$ cat src/rtl/regdump_pkg.sv
// Shared types and sizing helpers for the register-file dump reader.
// Consumers: regdump_serializer, regfile_dump.
package regdump_pkg;

  typedef enum logic [2:0] {
    StIdle,
    StLoad,
    StSend,
    StCksum,
    StDone
  } state_e;

  localparam int unsigned DEF_DW = 32;

  function automatic int unsigned bytes_per_word(input int unsigned dw);
    return dw / 8;
  endfunction

  // Counter width for n states; never zero so a single-byte word still gets a 1-bit counter.
  function automatic int unsigned cnt_width(input int unsigned n);
    return (n > 1) ? $clog2(n) : 1;
  endfunction

  localparam int unsigned BYTES_PER_WORD = bytes_per_word(DEF_DW);
  localparam int unsigned BCNT_W         = cnt_width(BYTES_PER_WORD);

endpackage

$ cat src/rtl/regdump_serializer.sv
// Holds one DW-bit word and emits it LSB-first as bytes over valid/ready.
// last_o flags the handshake of the final byte of the word.
module regdump_serializer
  import regdump_pkg::*;
#(
  parameter int unsigned DW = DEF_DW
) (
  input  logic          clk,
  input  logic          rst,
  input  logic          load_i,
  input  logic [DW-1:0] word_i,
  input  logic          ready_i,
  output logic          valid_o,
  output logic [7:0]    data_o,
  output logic          last_o
);

  localparam int unsigned Bpw = bytes_per_word(DW);
  localparam int unsigned Bw  = cnt_width(Bpw);
  localparam logic [Bw-1:0] LastByte = Bw'(Bpw - 1);

  logic [DW-1:0] word_q, word_d;
  logic [Bw-1:0] bcnt_q, bcnt_d;
  logic          valid_q, valid_d;
  logic          hs;

  assign hs      = valid_q & ready_i;
  assign last_o  = hs & (bcnt_q == LastByte);
  assign valid_o = valid_q;
  assign data_o  = word_q[7:0];

  always_comb begin
    word_d  = word_q;
    bcnt_d  = bcnt_q;
    valid_d = valid_q;
    if (load_i) begin
      word_d  = word_i;
      bcnt_d  = '0;
      valid_d = 1'b1;
    end else if (hs) begin
      word_d = word_q >> 8;
      bcnt_d = bcnt_q + 1'b1;
      if (bcnt_q == LastByte) begin
        valid_d = 1'b0;
      end
    end
  end

  always_ff @(posedge clk) begin
    if (!rst) begin
      word_q  <= '0;
      bcnt_q  <= '0;
      valid_q <= 1'b0;
    end else begin
      word_q  <= word_d;
      bcnt_q  <= bcnt_d;
      valid_q <= valid_d;
    end
  end

endmodule

$ cat src/rtl/regfile_dump.sv
// Walks register indices 0..NREGS-1 through the register-file test port and streams each word
// out LSB-first as bytes. Optional trailing XOR checksum byte: define REGDUMP_CKSUM_EN.
module regfile_dump
  import regdump_pkg::*;
#(
  parameter int unsigned NREGS = 32,
  parameter int unsigned SELW  = 5,
  parameter int unsigned DW    = 32
) (
  input  logic            clk,
  input  logic            rst,
  input  logic            start,
  output logic            busy,
  output logic            done,
  output logic [SELW-1:0] sel_o,
  input  logic [DW-1:0]   sel_d_i,
  output logic [7:0]      tx_data,
  output logic            tx_valid,
  input  logic            tx_ready
);

  localparam logic [SELW-1:0] LastSel = SELW'(NREGS - 1);

  state_e          state_q, state_d;
  logic [SELW-1:0] sel_q, sel_d;
  logic            busy_q, busy_d;
  logic            done_q, done_d;
  logic            load;

  logic            ser_valid;
  logic [7:0]      ser_data;
  logic            ser_last;

`ifdef REGDUMP_CKSUM_EN
  logic [7:0]      cks_q, cks_d;
  logic            cks_valid_q, cks_valid_d;
`endif

  regdump_serializer #(
    .DW(DW)
  ) u_ser (
    .clk    (clk),
    .rst    (rst),
    .load_i (load),
    .word_i (sel_d_i),
    .ready_i(tx_ready),
    .valid_o(ser_valid),
    .data_o (ser_data),
    .last_o (ser_last)
  );

  always_comb begin
    state_d = state_q;
    sel_d   = sel_q;
    busy_d  = busy_q;
    done_d  = 1'b0;
    load    = 1'b0;
`ifdef REGDUMP_CKSUM_EN
    cks_d       = cks_q;
    cks_valid_d = cks_valid_q;
    if (ser_valid && tx_ready) begin
      cks_d = cks_q ^ ser_data;
    end
`endif
    unique case (state_q)
      StIdle: begin
        sel_d = '0;
        if (start) begin
          state_d = StLoad;
          busy_d  = 1'b1;
`ifdef REGDUMP_CKSUM_EN
          cks_d   = '0;
`endif
        end
      end
      StLoad: begin
        // Register file read is asynchronous, so the word is valid in the same cycle as sel_q.
        load    = 1'b1;
        state_d = StSend;
      end
      StSend: begin
        if (ser_last) begin
          if (sel_q == LastSel) begin
`ifdef REGDUMP_CKSUM_EN
            state_d     = StCksum;
            cks_valid_d = 1'b1;
`else
            state_d = StDone;
            done_d  = 1'b1;
            busy_d  = 1'b0;
`endif
          end else begin
            sel_d   = sel_q + 1'b1;
            state_d = StLoad;
          end
        end
      end
`ifdef REGDUMP_CKSUM_EN
      StCksum: begin
        if (tx_ready) begin
          cks_valid_d = 1'b0;
          state_d     = StDone;
          done_d      = 1'b1;
          busy_d      = 1'b0;
        end
      end
`endif
      StDone: begin
        state_d = StIdle;
        sel_d   = '0;
      end
      default: begin
        state_d = StIdle;
        sel_d   = '0;
        busy_d  = 1'b0;
      end
    endcase
  end

  always_ff @(posedge clk) begin
    if (!rst) begin
      state_q     <= StIdle;
      sel_q       <= '0;
      busy_q      <= 1'b0;
      done_q      <= 1'b0;
`ifdef REGDUMP_CKSUM_EN
      cks_q       <= '0;
      cks_valid_q <= 1'b0;
`endif
    end else begin
      state_q     <= state_d;
      sel_q       <= sel_d;
      busy_q      <= busy_d;
      done_q      <= done_d;
`ifdef REGDUMP_CKSUM_EN
      cks_q       <= cks_d;
      cks_valid_q <= cks_valid_d;
`endif
    end
  end

  assign busy  = busy_q;
  assign done  = done_q;
  assign sel_o = sel_q;

`ifdef REGDUMP_CKSUM_EN
  assign tx_valid = ser_valid | cks_valid_q;
  assign tx_data  = cks_valid_q ? cks_q : ser_data;
`else
  assign tx_valid = ser_valid;
  assign tx_data  = ser_data;
`endif

endmodule

$ cat config.mk
export PLATFORM = sky130hd
export DESIGN_NAME = regfile_dump
export DESIGN_NICKNAME = d
export VERILOG_FILES = /design/src/rtl/regdump_pkg.sv /design/src/rtl/regdump_serializer.sv /design/src/rtl/regfile_dump.sv
export SDC_FILE = /design/constraint.sdc
export NUM_CORES = 1
export LEC_CHECK = 0
export CAP_MARGIN = 15
export CORE_MARGIN = 4
export CORE_UTILIZATION = 46
export DETAILED_ROUTE_END_ITERATION = 12
export DONT_BUFFER_PORTS = 1
export GPL_TIMING_DRIVEN = 0
export PLACE_DENSITY = 0.73
export SLEW_MARGIN = 20
export SYNTH_ARGS = -nofsm -noshare
export SYNTH_HDL_FRONTEND = slang
export SYNTH_SLANG_ARGS = --single-unit
$ cat constraint.sdc
create_clock -name clk -period 2.2 [get_ports clk]
set_input_delay 0.44 -clock clk [delete_from_list [all_inputs] [get_ports clk]]
set_output_delay 0.44 -clock clk [all_outputs]
set_load 0.005 [all_outputs]
==> metrics.md, run 1 <==
| Metric | Value |
|---|---|
| Wire length per cell | 15.6 µm |
| TritonCTS clock tree | yes |
| CP max stage delay | 560 ps |
| P_sw | 0.421 mW |
| Seq/Total Area, Yosys | 43.6% |
| Iteration-0 DRC count of the detailed router | 89 |
| Final non-filler cell total | 311 |
| Synth Register Bits | 45 |
| Mapped Cells | 252 |
| Tcrit/Tclk final | 89.9% |
| Synth cell count leaders | 45 x dfxtp_1, 40 x nand2_1, 39 x nand3_1, 30 x nor2_1, 23 x a311oi_1 |
| Area grow syn2layout | 8.17% |
| Number of max-cap violations | 0 |
| Required time of the critical path | 2440 ps |
| Placed Cells | 304 |
| Largest net degree at the start of global routing | 14 |
| Top cell type's share of synthesized area | 43.6% |
| Top cell by count, worst path | ha_1 |
| Die area | 5630 µm² |
| Max Clock Skew | 2.87 ps |
| Vias in the first global route | 1684 |
| Comb power frac | 11.7% |
| Worst skew pair latency | 290 ps |
| Routed Antenna Nets | 0 |
| Leakage dissipation | 0.780 nW |
| Vias | 1802 |
| Fmax | 505 MHz |
| H-tree Lvls | 2 |
| Hold-fix buffers, CTS | 0 |
| Most used flip-flop cell after synthesis | dfxtp_1 |
| Port Buffers | 0 |
| Min-delay worst type | input pin to register |
| Clock network fraction of total power | 35.6% |
| Synthesized cell area | 2070 µm² |
| Clock root buffer | clkbuf_8 |
| Syn nets | 291 |
| DRT Pass-1 Iters | 4 |
| Pwr dens | 759 nW/µm² |
| Synth area leaders | dfxtp_1 44%, a311oi_1 9.7%, nand3_1 9.4%, nand2_1 7.3%, nor2_1 5.4% |
| Clk buf depth | 2 |
| TritonCTS buffer count | 5 |
| Critical path class | register to register |
| Initial Utilization | 47.5% |
| # fillers | 435 |
| Final count of pins violating max slew | 0 |
| TNS Setup | 0 ps |
| # IOs | 52 |
| Detailed placer's ending HPWL | 3.54 mm |
| Antenna cells | 0 |
| Sequential power share | 52.7% |
| Sw frac | 24.8% |
| Core area | 4350 µm² |
| P_int | 1.28 mW |
| Setup-failing EPs final | 0 |
| Slowest-stage cell, CP | or4_1 |
| Drc violations | 0 |
| Worst Setup End Kind | register |
| FFs w/ async S/R, synth | 0% |
| Post-cts sizing count | 0 |
| Clk sinks | 45 |
| Synth area leader | dfxtp_1 |
| Post-CTS setup repair buffer count | 0 |
| Avg Synthesized Cell Area | 8.20 µm² |
| Fin crit period | 1980 ps |
| Clock slew at reported path FFs | 80 ps |
| Overall power | 1.70 mW |
| Worst-path fanout max | 5 |
| Distinct cells, synth | 34 |
| Crit path cell chain | ha_1 -> and3_1 -> ha_1 -> nand4b_1 -> or4_1 -> nand3_1 |
| Grt total ovfl | 0 |
| Slew @ Worst Pin | 663 ps |
| Share of cells above drive strength 1 | 10.0% |
| Slew Limit Headroom | 55.6% |
| Max rail drop VDD | 0.342 mV |
| Unrepaired setup endpoints after global routing | no |
| Routability cong. | 0.770 |
| Die H | 75.0 µm |
| Nets | 298 |
| Warnings from Yosys | 0 |
| DRT Wirelength | 4.86 mm |
| Most frequent cell after synthesis | dfxtp_1 |
| DR vias/cell | 5.79 |
| Die W | 75.0 µm |
| Initial antenna violation count | 0 |
| First-pass GRT wire length | 7.78 mm |
| CP arrival | 2220 ps |
| Final count of hold timing violations | 0 |
| Total GRT Usage | 18.0% |
| Post-synth EDFFs | 0 |
| Status | finished, final reports clean |
| Row cnt | 24 |
| Worst setup SP type | register |
per-stage QoR:
stage               instance area, µm²  utilization (%)  hold WS, ps  setup slack [ps]
finish                            2240             51.4          271               222
global route                      2240             51.4          264              74.9
CTS                               2240             51.4          265               218
detailed placement                2130             49.0          459               241
global placement                  2130             49.0          446               246
floorplan                         2070                -          437               400
power by group through the flow:
stage / logic (mW) / registers, mW / clock network [mW]
floorplan: 0.162 / 0.905 / 0
global route: 0.223 / 0.899 / 0.648
global placement: 0.196 / 0.912 / 0
detailed placement: 0.200 / 0.913 / 0
CTS: 0.200 / 0.894 / 0.617
finish: 0.198 / 0.894 / 0.604
per-layer routing:
layer | track usage [%] | up-vias | wire [µm]
met5 | 0 | - | 0
met4 | 5.93 | 0 | 63
met3 | 5.74 | 6 | 339
met2 | 28.7 | 47 | 2180
met1 | 23.0 | 832 | 2270
li1 | - | 917 | -
critical path, delay by kind of cell (launching register included):
| kind | cells | cell delay [ps] |
|---|---|---|
| and+or+nand+nor | 4 | 1120 |
| DFF | 1 | 360 |
| adders and majority gates | 2 | 440 |
cell families after synthesis:
kind of cell,after synthesis,share of synthesized area [%]
and+or+nand+nor,127,28.8
adders and majority gates,3,1.82
xor gates and xnor gates,1,0.424
AOI/OAI and AO/OA,46,16.5
buffers and inverters,29,8.41
muxes,1,0.484
DFF,45,43.6
path summary, 6_finish.rpt:
check | from | endpoint | slack, ps | cells past startpoint
max | sel_o[0] | sel_o[3] | 220 | 6
min | sel_d_i[29] | u_ser.word_q[29] | 270 | 2
max reg2reg | sel_o[0] | sel_o[3] | 220 | 6
min reg2reg | u_ser.word_q[26] | u_ser.word_q[26] | 470 | 2
cell type report:
| cell class | count | area, µm² | area share (%) |
|---|---|---|---|
| Buffer | 28 | 170 | 7.61 |
| Clock buffer | 5 | 68.8 | 3.08 |
| Clock inverter | 2 | 35.0 | 1.57 |
| Inverter | 1 | 3.75 | 0.168 |
| Multi-Input combinational cell | 178 | 992 | 44.4 |
| Sequential cell | 45 | 901 | 40.3 |
| Tap cell | 52 | 65.1 | 2.91 |
sequential cells by signal, indices dropped and copies added (netlist names):
| name | flops |
|---|---|
| done | 1 |
| busy | 1 |
| sel_o | 5 |
| u_ser.bcnt_q | 2 |
| u_ser.valid_o | 1 |
| state_q | 3 |
| u_ser.word_q | 32 |
placed cells by master (no fill, tap or decap), types with 2 or more instances in the layout:
cell / n
nor2_1: 30
ha_1: 3
a21oi_1: 15
clkbuf_8: 5
buf_6: 4
nor3_1: 2
buf_2: 4
clkbuf_1: 10
a311oi_1: 23
nand3_1: 39
nor3b_1: 2
dfxtp_1: 45
buf_1: 2
a31oi_1: 2
nand2_1: 40
o22ai_1: 2
nor2b_1: 4
buf_4: 8
(Power assumes the default switching activity.)
==> run 2: changes to the inputs <==
--- a/config.mk
+++ b/config.mk
@@ -7,11 +7,11 @@
 export LEC_CHECK = 0
 export CAP_MARGIN = 15
 export CORE_MARGIN = 4
-export CORE_UTILIZATION = 46
+export CORE_UTILIZATION = 35
 export DETAILED_ROUTE_END_ITERATION = 12
 export DONT_BUFFER_PORTS = 1
 export GPL_TIMING_DRIVEN = 0
-export PLACE_DENSITY = 0.73
+export PLACE_DENSITY = 0.61
 export SLEW_MARGIN = 20
 export SYNTH_ARGS = -nofsm -noshare
 export SYNTH_HDL_FRONTEND = slang
==> metrics.md, run 2 (synthesis results as in run 1) <==
| Metric | Value |
|---|---|
| Worst hold start | sel_d_i[31] |
| Tcrit/Tclk final | 90.4% |
| # IOs | 52 |
| CP delay by family, top | simple AND/OR/NAND/NOR gates |
| Most flop-heavy register | u_ser.word_q |
| Worst hold slack | 268 ps |
| Row cnt | 27 |
| Detailed placer's ending HPWL | 3.83 mm |
| TNS Setup | 0 ps |
| Worst-path fanout max | 5 |
| Routed Antenna Nets | 0 |
| Die W | 84.9 µm |
| Post-CTS setup repair buffer count | 0 |
| Routability cong. | 0.765 |
| Unrepaired setup endpoints after global routing | no |
| Setup-failing EPs final | 0 |
| First-pass GRT wire length | 8.41 mm |
| Initial antenna violation count | 0 |
| H-tree Lvls | 2 |
| Worst setup SP type | register |
| Comb power frac | 11.5% |
| Required time of the critical path | 2440 ps |
| Die area | 7200 µm² |
| Critical path class | register to register |
| Core area | 5610 µm² |
| DRT Wirelength | 5.18 mm |
| Leakage dissipation | 0.783 nW |
| Clock slew at reported path FFs | 80 ps |
| CP max stage delay | 560 ps |
| Port Buffers | 0 |
| Worst skew pair latency | 300 ps |
| Vias in the first global route | 1734 |
| Fin crit period | 1990 ps |
| Vias | 1820 |
| Final count of pins violating max slew | 0 |
| Sw frac | 24.8% |
| P_int | 1.31 mW |
| Final core occ | 40.6% |
| Min-delay worst type | input pin to register |
| Final count of hold timing violations | 0 |
| Worst Setup SP | sel_o[0] |
| Slew Limit Headroom | 56.2% |
| Number of max-cap violations | 0 |
| Drc violations | 0 |
| Clk sinks | 45 |
| Most common cell after layout, fill and taps aside | dfxtp_1 |
| Status | finished, final reports clean |
| P_sw | 0.435 mW |
| Clock network fraction of total power | 37.3% |
| Largest net degree at the start of global routing | 15 |
| Antenna cells | 0 |
| Max Clock Skew | 3.68 ps |
| Nets | 298 |
| Wire length per cell | 15.6 µm |
| Initial Utilization | 36.9% |
| CP arrival | 2230 ps |
| Iteration-0 DRC count of the detailed router | 98 |
| TritonCTS buffer count | 5 |
| TritonCTS clock tree | yes |
| Setup slack after layout | 211 ps |
| DRT Pass-1 Iters | 4 |
| CP Buf/Inv Count | 0 |
| Max rail drop VDD | 0.336 mV |
| Worst Setup End Kind | register |
| Total GRT Usage | 14.4% |
| Clock root buffer | clkbuf_8 |
| Most frequent cells in the layout | 45 x dfxtp_1, 40 x nand2_1, 39 x nand3_1 |
| Die H | 84.9 µm |
| Slowest-stage cell, CP | or4_1 |
| Crit path cell chain | ha_1 -> and3_1 -> ha_1 -> nand4b_1 -> or4_1 -> nand3_1 |
| Top cell by count, worst path | ha_1 |
| Post-cts sizing count | 0 |
| Share of cells above drive strength 1 | 10.4% |
| DR vias/cell | 5.48 |
| Fmax | 503 MHz |
| Pwr dens | 768 nW/µm² |
| Max reg flops | 32 |
| Hold-fix buffers, CTS | 0 |
| Grt total ovfl | 0 |
| Clk buf depth | 2 |
| Critical R2R Launch | sel_o[0] |
| Post-Place Worst Slack | 207 ps |
| Sequential power share | 51.2% |
| Slew @ Worst Pin | 654 ps |
| Area grow syn2layout | 10.2% |
## run 2: per-stage QoR
step	total power, mW	cells	instance area, µm²
final	1.75	332	2280
after global routing	1.83	332	2280
after CTS	1.77	332	2280
after detailed placement	1.11	324	2160
after global placement	1.11	324	2160
after floorplan	1.07	252	2070
## run 2: area by class of cell
class	instances	area [µm²]
fillers	602	3330
multi-input cells	178	992
flip-flops and latches	45	901
plain buffers	28	170
well taps	72	90.1
clock buffers	6	82.6
clock inverters	2	37.5
inverters	1	3.75
## run 2: power groups by stage
| stage | Combinational (mW) | Sequential [mW] | Clock [mW] |
|---|---|---|---|
| after CTS | 0.201 | 0.896 | 0.672 |
| after detailed placement | 0.200 | 0.915 | 0 |
| after global routing | 0.226 | 0.901 | 0.699 |
| final | 0.201 | 0.896 | 0.653 |
| after floorplan | 0.162 | 0.905 | 0 |
| after global placement | 0.198 | 0.913 | 0 |
## run 2: routing by layer
layer,vias to the layer above,share of wire (%),GRT usage (%)
met1,849,47,19.1
met3,5,7.4,4.95
met4,0,1.1,4.32
met2,52,45,22.0
li1,914,-,-
met5,-,0,0
## run 2: worst paths after layout
kind,end,slack (ps),cells past startpoint
setup / recovery,sel_o[3],210,6
setup reg to reg,sel_o[3],210,6
hold / removal,u_ser.word_q[31],270,2
hold reg to reg,u_ser.bcnt_q[1],470,2
